`config.mk`:
```
export PLATFORM = sky130hd
export DESIGN_NAME = serial_addsub
export DESIGN_NICKNAME = d
export VERILOG_FILES = /design/src/rtl/serial_adder_pkg.sv /design/src/rtl/serial_digit_add.sv /design/src/rtl/serial_addsub.sv
export SDC_FILE = /design/constraint.sdc
export NUM_CORES = 1
export LEC_CHECK = 0
export ABC_CLOCK_PERIOD_IN_PS = 1500
export BUFFER_PORTS_ARGS = -buffer_cell sky130_fd_sc_hd__buf_4
export CELL_PAD_IN_SITES_DETAIL_PLACEMENT = 1
export CELL_PAD_IN_SITES_GLOBAL_PLACEMENT = 1
export CORE_AREA = 2 2 63 65
export DETAILED_ROUTE_END_ITERATION = 16
export DIE_AREA = 0 0 65 67
export PLACE_DENSITY = 0.83
export RECOVER_POWER = 50
export SYNTH_ARGS = -nofsm -noshare
export SYNTH_HDL_FRONTEND = slang
export SYNTH_HIERARCHICAL = 1
export SYNTH_SLANG_ARGS = --single-unit
```
`constraint.sdc`:
```
create_clock -name clk -period 1.5 [get_ports clk]
set_clock_uncertainty 0.2 [all_clocks]
set_input_delay 0.075 -clock clk [delete_from_list [all_inputs] [get_ports clk]]
set_output_delay 0.075 -clock clk [all_outputs]
set_load 0.01 [all_outputs]
```
`src/rtl/serial_adder_pkg.sv`:
```
// Shared types and sizing helpers for the serial adder-subtractor.
package serial_adder_pkg;

    localparam int STATE_W = 2;

    typedef enum logic [STATE_W-1:0] {
        IDLE  = 2'd0,
        SHIFT = 2'd1,
        DONE  = 2'd2
    } state_t;

    // Width of a counter that walks 0..n-1; never narrower than one bit.
    function automatic int count_width(input int n);
        return (n < 2) ? 1 : $clog2(n);
    endfunction

endpackage

```
`src/rtl/serial_digit_add.sv`:
```
// Combinational DIGIT-bit ripple-carry slice; also exposes the carry into its MSB.
module serial_digit_add #(
    parameter int DIGIT = 1
) (
    input  logic [DIGIT-1:0] a_d,
    input  logic [DIGIT-1:0] b_d,
    input  logic             cin,
    output logic [DIGIT-1:0] sum_d,
    output logic             cout,
    output logic             c_msb
);

    logic [DIGIT:0] c;

    assign c[0] = cin;

    for (genvar gi = 0; gi < DIGIT; gi++) begin : g_bit
        assign sum_d[gi] = a_d[gi] ^ b_d[gi] ^ c[gi];
        assign c[gi+1]   = (a_d[gi] & b_d[gi]) | (c[gi] & (a_d[gi] ^ b_d[gi]));
    end

    assign cout  = c[DIGIT];
    assign c_msb = c[DIGIT-1];

endmodule

```
`src/rtl/serial_addsub.sv`:
```
// Bit/digit-serial adder-subtractor with start/busy/done handshake.
// Define SERIAL_ADDSUB_OVF_EN to track signed overflow; otherwise overflow is tied low.
module serial_addsub
    import serial_adder_pkg::*;
#(
    parameter int WIDTH = 8,
    parameter int DIGIT = 1
) (
    input  logic             clk,
    input  logic             reset_n,
    input  logic             start,
    input  logic             sub,
    input  logic [WIDTH-1:0] a,
    input  logic [WIDTH-1:0] b,
    output logic             busy,
    output logic             done,
    output logic [WIDTH-1:0] result,
    output logic             carry_out,
    output logic             overflow
);

    localparam int N  = WIDTH / DIGIT;
    localparam int CW = count_width(N);
    localparam logic [CW-1:0] LAST_STEP = CW'(N - 1);

    if ((WIDTH < 2) || (DIGIT < 1) || ((WIDTH % DIGIT) != 0)) begin : g_param_check
        $error("serial_addsub: WIDTH must be >= 2 and DIGIT must divide WIDTH");
    end

    state_t state_reg;
    state_t state_next;

    logic [WIDTH-1:0] a_reg;
    logic [WIDTH-1:0] b_reg;
    logic             carry_reg;
    logic [CW-1:0]    count_reg;
    logic [WIDTH-1:0] result_reg;
    logic             carry_out_reg;
    logic             overflow_reg;

    logic [DIGIT-1:0]       sum_d;
    logic                   slice_cout;
    logic                   slice_c_msb;
    logic [WIDTH+DIGIT-1:0] a_cat;
    logic [WIDTH-1:0]       a_shift;
    logic                   accept;
    logic                   last_step;
    logic                   ovf_step;

    serial_digit_add #(
        .DIGIT (DIGIT)
    ) u_digit (
        .a_d   (a_reg[DIGIT-1:0]),
        .b_d   (b_reg[DIGIT-1:0]),
        .cin   (carry_reg),
        .sum_d (sum_d),
        .cout  (slice_cout),
        .c_msb (slice_c_msb)
    );

    // The new digit enters at the top so that after N steps A holds the full result.
    assign a_cat   = {sum_d, a_reg} >> DIGIT;
    assign a_shift = a_cat[WIDTH-1:0];

    assign accept    = start && ((state_reg == IDLE) || (state_reg == DONE));
    assign last_step = (state_reg == SHIFT) && (count_reg == LAST_STEP);

`ifdef SERIAL_ADDSUB_OVF_EN
    assign ovf_step = slice_c_msb ^ slice_cout;
`else
    logic unused_c_msb;
    assign unused_c_msb = slice_c_msb;
    assign ovf_step     = 1'b0;
`endif

    always_ff @(posedge clk) begin
        if (!reset_n) begin
            state_reg <= IDLE;
        end else begin
            state_reg <= state_next;
        end
    end

    always_comb begin
        state_next = state_reg;
        unique case (state_reg)
            IDLE:    if (start) state_next = SHIFT;
            SHIFT:   if (count_reg == LAST_STEP) state_next = DONE;
            DONE:    state_next = start ? SHIFT : IDLE;
            default: state_next = IDLE;
        endcase
    end

    always_ff @(posedge clk) begin
        if (!reset_n) begin
            a_reg         <= '0;
            b_reg         <= '0;
            carry_reg     <= 1'b0;
            count_reg     <= '0;
            result_reg    <= '0;
            carry_out_reg <= 1'b0;
            overflow_reg  <= 1'b0;
        end else if (accept) begin
            // Subtraction is a + ~b + 1: invert B and seed the carry with 1.
            a_reg     <= a;
            b_reg     <= sub ? ~b : b;
            carry_reg <= sub;
            count_reg <= '0;
        end else if (state_reg == SHIFT) begin
            a_reg     <= a_shift;
            b_reg     <= b_reg >> DIGIT;
            carry_reg <= slice_cout;
            count_reg <= count_reg + CW'(1);
            if (last_step) begin
                result_reg    <= a_shift;
                carry_out_reg <= slice_cout;
                overflow_reg  <= ovf_step;
            end
        end
    end

    assign busy      = (state_reg == SHIFT);
    assign done      = (state_reg == DONE);
    assign result    = result_reg;
    assign carry_out = carry_out_reg;
    assign overflow  = overflow_reg;

endmodule

```
* After elaboration in Yosys (flattened, before gate mapping)
Index checks and enable logic that the tools add are counted.
** Operators by class
- Add/subtract/negate cells :: 1
- Equality and inequality tests :: 5
- Mux-type cells :: 11
- Bitwise operators :: 8
- Reduce and logical (&&, ||, !) cells :: 8
** Operators by type and width (count)
- two-way mux 8 bit :: 5
- NOT 8 bit :: 1
- case mux 2 bit (3 select lines) :: 1
- two-way mux 2 bit :: 2
- adder 3 x 1 -> 3 bit (second input constant) :: 1
- == test 3 bit (second input constant) :: 1
- two-way mux 1 bit :: 3
- AND reduction 3 bit :: 1
- bitwise AND 1 bit :: 2
- == test 2 x 1 -> 1 bit (second input constant) :: 1
- == test 2 bit (second input constant) :: 1
- logical AND 1 bit :: 2
- logical NOT 2 bit :: 1
- != test 2 x 1 -> 1 bit (second input constant) :: 1
- != test 2 bit (second input constant) :: 1
- NOT 1 bit :: 2
- AND reduction 2 bit :: 1
- nonzero test 2 bit :: 1
- OR reduction 2 bit :: 1
- bitwise XOR 1 bit :: 2
- logical OR 1 bit :: 1
- bitwise OR 1 bit :: 1
** Storage, ports and cells
- Flip-flop bits (word level) :: 31
- Bits of input ports :: 20
- Output and inout bits :: 12
- Logic and storage cells :: 40

* Logic depth before layout (Yosys ltp)
Gate-level depths: netlist (run 1).
- Depth in word-level cells :: 5
- Mapped depth :: 5
- Mapped depth without buffers :: 5

* Cells and area by module
The synthesis (run 1) kept the hierarchy.
** Modules (own cells, without submodules)
- serial_addsub :: times used 1, cells each 157, area each 1367.6 µm², sequential area each 620.6 µm²
- serial_digit_add :: times used 1, cells each 2, area each 27.5 µm², sequential area each 0.0 µm²

* Worst setup path after synthesis (run 1)
No wires, ideal clock.
- Path kind :: reg2reg
- From :: register count_reg[0]
- To :: register carry_out_reg, in the netlist carry_out
- Library setup time :: 0.070 ns
- Arrival :: 1.099 ns
- Required time :: 1.230 ns
- Setup slack :: 0.131 ns
- Cell stages (with the launch flop) :: 6
- Buffers on the path :: 1
- Period minus slack after synthesis :: 1.369 ns
- Path through :: dfxtp_1 > ha_1 > ha_1 > clkbuf_1 > nand3_1 > a21boi_1
** Between the ends
- Longest elaborated chain between the ends :: 3
** RTL lines
- from (decl) :: line serial_addsub.sv:36 : logic [CW-1:0] count_reg;
- from (signal assigned) :: line serial_addsub.sv:113 : count_reg <= count_reg + CW'(1);
- == test 3 bit :: line serial_addsub.sv:66 : assign last_step = (state_reg == SHIFT) && (count_reg == LAST_STEP);
- logical AND 1 bit :: line serial_addsub.sv:66
- AND reduction 3 bit (no source line)
- to (signal assigned) :: line serial_addsub.sv:116 : carry_out_reg <= slice_cout;
- to (decl) :: line serial_addsub.sv:38 : logic carry_out_reg;
No other way between the ends.
A chain may end at the register's enable or synchronous reset.

* Worst setup path in the final report (run 1)
- From :: register count_reg[0]
- To :: register result_reg[7], in the netlist result[7]
** Between the ends
- Longest elaborated chain between the ends :: 3
** RTL lines
- == test 3 bit :: line serial_addsub.sv:66
- logical AND 1 bit :: line serial_addsub.sv:66
- AND reduction 3 bit (no source line)
- to (signal assigned) :: line serial_addsub.sv:115 : result_reg <= a_shift;
- to (decl) :: line serial_addsub.sv:37 : logic [WIDTH-1:0] result_reg;
No other way between the ends.

==> impl_metrics.csv, run 1 <==
group,metric,value,unit
run_status,status,"complete, but fails checks",
run_status,violations,"hold timing, setup timing",
drt,post-route-drc-count,0,
floorplanning,row_count,22,
worst_setup_path,cp-end-kind,"register",
placement,place_congestion,0.7691,
drt,final_antenna_net_count,0,
worst_setup_path,crit_buf_inv,1,
pwr,combPwrFrac,0.173,
final_layout,fin_util,0.5291,
timing,holdWs,-3.357,ps
pwr,switching_share,0.2688,
placement,post-place-ws,-53.39,ps
pwr,clockPowerShare,0.328,
worst_hold_path,hold_path_class,"input port to register",
worst_setup_path,critPathMaxFanout,3,
final_layout,drive_above_1_share,0.2222,
clock_tree,cts_tree,"yes",
clock_tree,cts_max_level,2,
final_layout,antenna_cells,0,
timing,fin_crit_sh,1.011,
final_layout,design_area,1908,µm²
synthesis,syn_inst,158,
pwr,vdd_drop_max,0.0006004,V
drt,routedWlPerCell,17.82,µm
drt,routed_wl,4544,µm
final_layout,syn_to_final_growth,37.51,%
worst_setup_path,worst_setup_path_start_kind,"register",
clock_tree,clockRootBuffer,"clkbuf_8",
synthesis,avgSynthCellArea,8.782,µm²
global_route,grt_max_degree,30,
timing,finalHoldViolCount,1,
global_route,grt_overflow,0,
floorplanning,dieWidth,65,µm
timing,fin_ws,-15.94,ps
worst_setup_path,required,1520,ps
clock_tree,clock-sinks,31,
drt,via_count,1363,
worst_setup_path,crit_family,"adder cells",
pwr,power_leakage,0.7405,nW
global_route,grt_pass1_vias,1435,
clock_tree,numCtsBuffers,5,
final_layout,fill_cells,425,
synthesis,syn_area,1388,µm²
final_layout,layout.nets,231,
timing,max_freq,0.6597,GHz
floorplanning,core_area,3606,µm²
pwr,p_seq_frac,0.499,
clock_tree,clockBufferDepth,2,
final_layout,regArea,624.3,µm²
worst_setup_path,path_cells,"ha_2 > ha_4 > nand3b_1 > buf_4 > nand2_1 > a21boi_1",
floorplanning,die_y,67,µm
global_route,track_usage,0.2117,
floorplanning,initial_core_util,0.3848,
worst_setup_path,max_stage_delay,320,ps
worst_setup_path,crit_arrival,1530,ps
clock_tree,clk_latency,280,ps
drt,drt_iter0_drc,73,
flow_run,maxCapViolCount,0,
timing,drv_slew,0,
placement,dp_hpwl,2454,µm
placement,port_buffers,30,
timing,setup_tns,-15.94,ps
global_route,grt_pass1_wl,6893,µm
worst_setup_path,slowest_stage,"dfxtp_2",
synthesis,syn-num-nets,181,
floorplanning,io_pins,32,
drt,via_per_inst,5.345,
drt,drt_pass1_iterations,4,
clock_tree,path_clk_slew,60,ps
placement,place_area,1647,µm²
timing,fin_crit,1516,ps
floorplanning,dieArea,4355,µm²
worst_setup_path,worst-setup-path-type,"register to register",
pwr,p_switching,491.6,µW
pwr,internal_power,1.337,mW
pwr,power_density,958.5,nW/µm²
final_layout,multiInputGateArea,701.9,µm²
global_route,antenna_found_initial,0,
timing,finalSetupViolations,1,
synthesis,ys_warn_count,6,
[area by class of cell]
cell class	count	share of cell area
multi-input cells	112	0.3679
well taps	48	0.03148
inverters	1	0.001967
repair buffers	57	0.2334
clock buffers	6	0.03803
flip-flops and latches	31	0.3272
[layer usage]
layer  GRT usage  up-vias  wire (µm)
met5           0        -          0
met4     0.07181        0        138
met3     0.04223       11        142
met2      0.4046       33       2407
met1      0.2308      672       1856
li1            -      647          -
[cell usage in the layout, fill, tap and decap left out, types with 2 or more instances in the layout]
cell,instances
a21boi_1,13
a31oi_1,5
dfxtp_1,28
a21oi_1,2
nand3_1,14
buf_4,29
o21ai_1,5
buf_6,3
dfxtp_2,3
a22oi_1,4
nand2_1,25
dlygate4sd3_1,16
o221ai_1,7
nor3_1,7
nand2b_4,2
nor2_1,8
clkbuf_8,5
xor2_1,8
clkbuf_1,10
[worst reg2reg max path, delay by kind of cell, from the launching register on]
family	cells	cell delay [ps]
adder cells (fa/ha/maj)	2	350
flip-flops	1	320
AO/OA/AOI/OAI	1	150
AND/OR/NAND/NOR	2	250
buffers and inverters	1	170
[metrics by stage]
step,power (mW),instances
4_1_cts,1.816,253
6_report,1.829,255
3_5_place_dp,1.192,228
2_1_floorplan,1.094,158
3_3_place_gp,1.179,228
5_1_grt,1.913,255
[final timing paths]
| check | startpoint | end | slack [ps] | cells past startpoint |
|---|---|---|---|---|
| worst max-delay path | count_reg[0] | result[7] | -20 | 6 |
| worst max register to register | count_reg[0] | result[7] | -20 | 6 |
| worst min-delay path | a[0] | a_reg[0] | -3 | 3 |
| worst min register to register | result[2] | result[2] | 260 | 2 |
[power by group through the flow]
stage               Sequential, mW  Clock (mW)  Combinational (mW)
floorplan                    0.914           0               0.180
global placement             0.923           0               0.256
detailed placement           0.926           0               0.266
CTS                          0.909       0.600               0.307
global route                 0.918       0.649               0.347
finish                       0.913       0.599               0.317
[what timing repair did]
| item | 4_1_cts | 5_1_grt |
|---|---|---|
| resized for setup | 3 | 8 |
| buffers inserted | 3 | 2 |
| hold buffers | 16 | 0 |
| hold endpoints to repair | 16 | 0 |
| pin swaps | 0 | 8 |
| endpoints found under the setup margin | 10 | 12 |
Note: power is estimated with default switching activity, not from simulation.
==> inputs of run 2 (changes only) <==
--- a/config.mk
+++ b/config.mk
@@ -5,14 +5,15 @@
 export SDC_FILE = /design/constraint.sdc
 export NUM_CORES = 1
 export LEC_CHECK = 0
+export ABC_AREA = 1
 export ABC_CLOCK_PERIOD_IN_PS = 1500
 export BUFFER_PORTS_ARGS = -buffer_cell sky130_fd_sc_hd__buf_4
 export CELL_PAD_IN_SITES_DETAIL_PLACEMENT = 1
 export CELL_PAD_IN_SITES_GLOBAL_PLACEMENT = 1
-export CORE_AREA = 2 2 63 65
+export CORE_AREA = 2 2 79 62
 export DETAILED_ROUTE_END_ITERATION = 16
-export DIE_AREA = 0 0 65 67
-export PLACE_DENSITY = 0.83
+export DIE_AREA = 0 0 81 64
+export PLACE_DENSITY = 0.82
 export RECOVER_POWER = 50
 export SYNTH_ARGS = -nofsm -noshare
 export SYNTH_HDL_FRONTEND = slang
==> run 2 against run 1 <==
Against the previous run:
- the flow finishes with violations (hold timing)
- wire length is 2.5% lower
- largest cell class unchanged
- count of clock-buffer cells in the layout unchanged
- final area grew 12%
- worst hold slack got worse by 2.9 ps
- global-route usage fell by 1.8 points
- die area increased by 19%
- critical endpoint is now a_reg[7]
- synthesized area is 12% higher
- fmax up 3.6%
==> impl_metrics.csv, run 2 <==
group,metric,value,unit
run_status,status,"complete, but fails checks",
run_status,violations,"hold timing",
drt,drt_iter0_drc,39,
global_route,antenna_found_initial,0,
global_route,grt_overflow,0,
clock_tree,clockBufferDepth,2,
placement,post-place-ws,40.05,ps
floorplanning,die_y,64,µm
floorplanning,dieWidth,81,µm
synthesis,ys_warn_count,6,
synthesis,syn_area,1558,µm²
final_layout,final_cell_mix,"nand2_1, nand3_1, dfxtp_1, buf_4, inv_1",
final_layout,layout.nets,309,
final_layout,layout_commonest_cell,"nand2_1",
worst_setup_path,cp-end-kind,"register",
final_layout,antenna_cells,0,
floorplanning,initial_core_util,0.3571,
drt,via_count,1611,
synthesis,syn-num-nets,258,
drt,via_per_inst,4.683,
timing,fin_ws,37.34,ps
worst_setup_path,worst-setup-path-type,"register to register",
timing,rsz0062_at_grt,"yes",
timing,setup_tns,0,ps
timing,drv_slew,0,
floorplanning,io_pins,32,
final_layout,syn_to_final_growth,36.79,%
flow_run,maxCapViolCount,0,
drt,drt_pass1_iterations,4,
drt,final_antenna_net_count,0,
clock_tree,numCtsBuffers,5,
pwr,power_leakage,1.068,nW
global_route,grt_pass1_wl,7569,µm
placement,place_area,1854,µm²
floorplanning,dieArea,5184,µm²
clock_tree,clock-sinks,31,
global_route,grt_pass1_vias,1665,
floorplanning,row_count,21,
clock_tree,path_clk_slew,70,ps
worst_setup_path,crit_arrival,1490,ps
pwr,vdd_drop_max,0.0004889,V
drt,routedWlPerCell,12.88,µm
placement,place_congestion,0.7706,
global_route,track_usage,0.1941,
pwr,power_density,1003,nW/µm²
timing,fin_crit,1463,ps
synthesis,avgSynthCellArea,6.629,µm²
timing,fin_crit_sh,0.9751,
clock_tree,post_cts_buffers,0,
floorplanning,core_area,4362,µm²
drt,post-route-drc-count,0,
clock_tree,cts_max_level,2,
clock_tree,clockRootBuffer,"clkbuf_8",
worst_setup_path,critPathMaxFanout,2,
synthesis,syn_inst,235,
final_layout,fin_util,0.4885,
final_layout,design_area,2131,µm²
timing,holdWs,-6.297,ps
clock_tree,cts_tree,"yes",
timing,max_freq,0.6837,GHz
timing,finalSetupViolations,0,
timing,finalHoldViolCount,1,
pwr,power,2.136,mW
worst_setup_path,required,1530,ps
placement,dp_hpwl,3044,µm
placement,port_buffers,30,
global_route,grt_max_degree,21,
drt,routed_wl,4432,µm
worst_setup_path,ff2ff_setup_slack,40,ps
final_layout,drive_above_1_share,0.1882,
clock_tree,clk_latency,300,ps
worst_hold_path,hold_path_class,"input port to register",
worst_setup_path,worst_setup_path_start_kind,"register",
[run 2: metrics by stage]
stage	cells	hold slack [ps]
floorplan	235	76.93
global placement	319	182.6
detailed placement	319	199.5
CTS	344	9.463
finish	344	-6.297
global route	344	35.70
[run 2: final timing paths]
kind	start	endpoint	cells after the start
setup / recovery	carry_reg	a_reg[7]	5
hold / removal	b[4]	b_reg[4]	6
setup reg to reg	carry_reg	a_reg[7]	5
hold reg to reg	result[0]	result[0]	2
[run 2: layout make-up]
type                    instances  area (µm²)
clock inverters                 2       35.03
clock buffers                   6       82.58
well taps                      57       71.32
fillers                       574        2231
multi-input cells             163       773.2
repair buffers                 55       422.9
inverters                      30       117.6
flip-flops and latches         31       628.1
[run 2: what timing repair did]
action / in CTS / in global routing
hold endpoints to repair: 26 / 0
endpoints found under the setup margin: 1 / 11
pin swaps: 0 / 3
hold buffers: 17 / 0
gates resized for setup: 2 / 11
[run 2: worst max-delay path, stage by stage, from the launching register on]
cell	delay, ps
dfxtp_2	330
fa_1	550
nand3_1	80
nand2_1	60
nand2_1	60
a21oi_2	110
[run 2: power breakdown]
part	leakage [nW]	total [mW]	switching, mW	internal [mW]
Combinational	0.751	0.356	0.190	0.166
Clock	0.0612	0.871	0.333	0.537
Sequential	0.256	0.910	0.0370	0.873
[run 2: layer usage]
metal,up-vias,share of wire,routed length [µm],global-route usage
met4,0,0.019,85,0.08263
met5,-,0,0,0
met3,7,0.034,149,0.04237
li1,832,-,-,-
met1,742,0.49,2162,0.2546
met2,30,0.46,2034,0.3058
==> inputs of run 3 (changes only) <==
--- a/config.mk
+++ b/config.mk
@@ -10,10 +10,10 @@
 export BUFFER_PORTS_ARGS = -buffer_cell sky130_fd_sc_hd__buf_4
 export CELL_PAD_IN_SITES_DETAIL_PLACEMENT = 1
 export CELL_PAD_IN_SITES_GLOBAL_PLACEMENT = 1
-export CORE_AREA = 2 2 79 62
+export CORE_AREA = 2 2 81 63
 export DETAILED_ROUTE_END_ITERATION = 16
-export DIE_AREA = 0 0 81 64
-export PLACE_DENSITY = 0.82
+export DIE_AREA = 0 0 83 65
+export PLACE_DENSITY = 0.79
 export RECOVER_POWER = 50
 export SYNTH_ARGS = -nofsm -noshare
 export SYNTH_HDL_FRONTEND = slang
==> run 3 against run 2 <==
Against the previous run:
- the flow now finishes without violations
- sequential power up 0.4%
- register-to-register slack got worse by 20 ps
- core utilization decreased by 3.5 points
- critical path depth did not move
- largest power group unchanged
==> impl_metrics.csv, run 3 (synthesis gave the netlist of run 2 again) <==
group,metric,value,unit
timing,fin_crit_sh,0.9883,
placement,dp_hpwl,3083,µm
final_layout,layout.nets,314,
worst_setup_path,ff2ff_path_depth,5,
floorplanning,core_area,4707,µm²
clock_tree,cts_max_level,2,
worst_setup_path,worst_setup_path_start_kind,"register",
worst_setup_path,crit_arrival,1510,ps
timing,finalSetupViolations,0,
global_route,track_usage,0.1754,
drt,drt_pass1_iterations,4,
global_route,grt_pass1_vias,1608,
final_layout,design_area,2133,µm²
floorplanning,io_pins,32,
drt,post-route-drc-count,0,
clock_tree,clockBufferDepth,2,
clock_tree,numCtsBuffers,5,
final_layout,antenna_cells,0,
floorplanning,die_y,65,µm
final_layout,fin_util,0.4532,
timing,drv_slew,0,
final_layout,drive_above_1_share,0.1849,
timing,fin_crit,1482,ps
global_route,antenna_found_initial,0,
worst_setup_path,critPathMaxFanout,2,
drt,drt_iter0_drc,84,
global_route,grt_pass1_wl,7576,µm
clock_tree,path_clk_slew,70,ps
run_status,status,"completed",
clock_tree,clock-sinks,31,
pwr,vdd_drop_max,0.0004174,V
clock_tree,clockRootBuffer,"clkbuf_8",
worst_hold_path,hold_path_class,"register to register",
worst_setup_path,ff2ff_setup_slack,20,ps
floorplanning,initial_core_util,0.3309,
worst_setup_path,worst-setup-path-type,"register to register",
timing,finalHoldViolCount,0,
clock_tree,cts_tree,"yes",
worst_setup_path,required,1520,ps
floorplanning,dieWidth,83,µm
drt,routedWlPerCell,12.64,µm
final_layout,final_cell_mix,"nand2_1, nand3_1, buf_4",
floorplanning,row_count,22,
timing,max_freq,0.6746,GHz
timing,rsz0062_at_grt,"yes",
drt,via_per_inst,4.662,
final_layout,syn_to_final_growth,36.95,%
worst_setup_path,r2r_end,"a_reg[7]",
flow_run,maxCapViolCount,0,
worst_setup_path,critPathLaunch,"carry_reg",
placement,place_area,1873,µm²
pwr,power_leakage,1.072,nW
placement,port_buffers,30,
final_layout,layout_commonest_cell,"nand2_1",
clock_tree,clk_latency,290,ps
worst_setup_path,endpoint,"a_reg[7]",
drt,via_count,1641,
global_route,grt_max_degree,21,
worst_setup_path,cp-end-kind,"register",
pwr,power_density,902.4,nW/µm²
placement,place_congestion,0.7607,
drt,routed_wl,4451,µm
global_route,grt_overflow,0,
floorplanning,dieArea,5395,µm²
drt,final_antenna_net_count,0,
worst_setup_path,rr_startpoint,"carry_reg",
[run 3: cell types whose count changed in the layout (fill, tap and decap cells not counted), sizes merged]
cell / delta
buf: +3
dlygate4sd3: +2
bufinv: -1
clkbuf: +1
clkinv: -1
clkinvlp: +1
[run 3: power by group]
| part | leakage [nW] | internal, mW | switching, mW | total, mW |
|---|---|---|---|---|
| logic | 0.775 | 0.174 | 0.193 | 0.367 |
| registers | 0.255 | 0.874 | 0.0410 | 0.914 |
| clock network | 0.0422 | 0.325 | 0.318 | 0.643 |
[run 3: final cells by class]
class                   count  area, µm²
clock buffers               7      76.32
clock inverters             1      5.005
fillers                   607       2574
inverters                  30      118.9
multi-input cells         163      770.7
flip-flops and latches     31      625.6
well taps                  60      75.07
repair buffers             60      461.7
[run 3: repair_timing]
action,in CTS,in global routing
pin swaps,0,4
setup buffers,0,1
gates cloned,0,0
resized for setup,2,10
hold endpoints to repair,29,0
hold buffers,19,0
endpoints found under the setup margin,1,12
[run 3: worst min-delay path by stage]
stage / from / to / slack, ps / depth (start not counted)
floorplan: b[7] / b_reg[7] / 80 / 3
global placement: b[7] / b_reg[7] / 180 / 4
detailed placement: b[7] / b_reg[7] / 190 / 4
CTS: count_reg[1] / count_reg[1] / 270 / 2
global route: result[0] / result[0] / 300 / 2
finish: count_reg[1] / count_reg[1] / 260 / 2
[run 3: metal layers]
metal / track usage / vias to the layer above / routed length (µm)
met5: 0 / - / 0
met3: 0.03567 / 5 / 161
met4: 0.05943 / 0 / 48
met2: 0.2863 / 37 / 2061
li1: - / 843 / -
met1: 0.2326 / 756 / 2179
[run 3: per-stage QoR]
| stage | hold WS (ps) | TNS (ps) | power [mW] | setup slack [ps] | std cells |
|---|---|---|---|---|---|
| after floorplan | 76.93 | 0 | 1.127 | 118.0 | 235 |
| after global placement | 179.0 | 0 | 1.240 | 75.66 | 324 |
| after detailed placement | 186.1 | 0 | 1.253 | 19.55 | 324 |
| after CTS | 271.8 | 0 | 1.942 | 11.83 | 351 |
| after global routing | 296.7 | -205.6 | 2.047 | -59.49 | 352 |
| final | 262.8 | 0 | 1.925 | 17.60 | 352 |
[run 3: critical path, cell delays in order, from the launching register on]
cell and delay (ps):
dfxtp_2 330, fa_1 560, nand3_1 80, nand2_1 60, nand2_1 60, a21oi_2 120
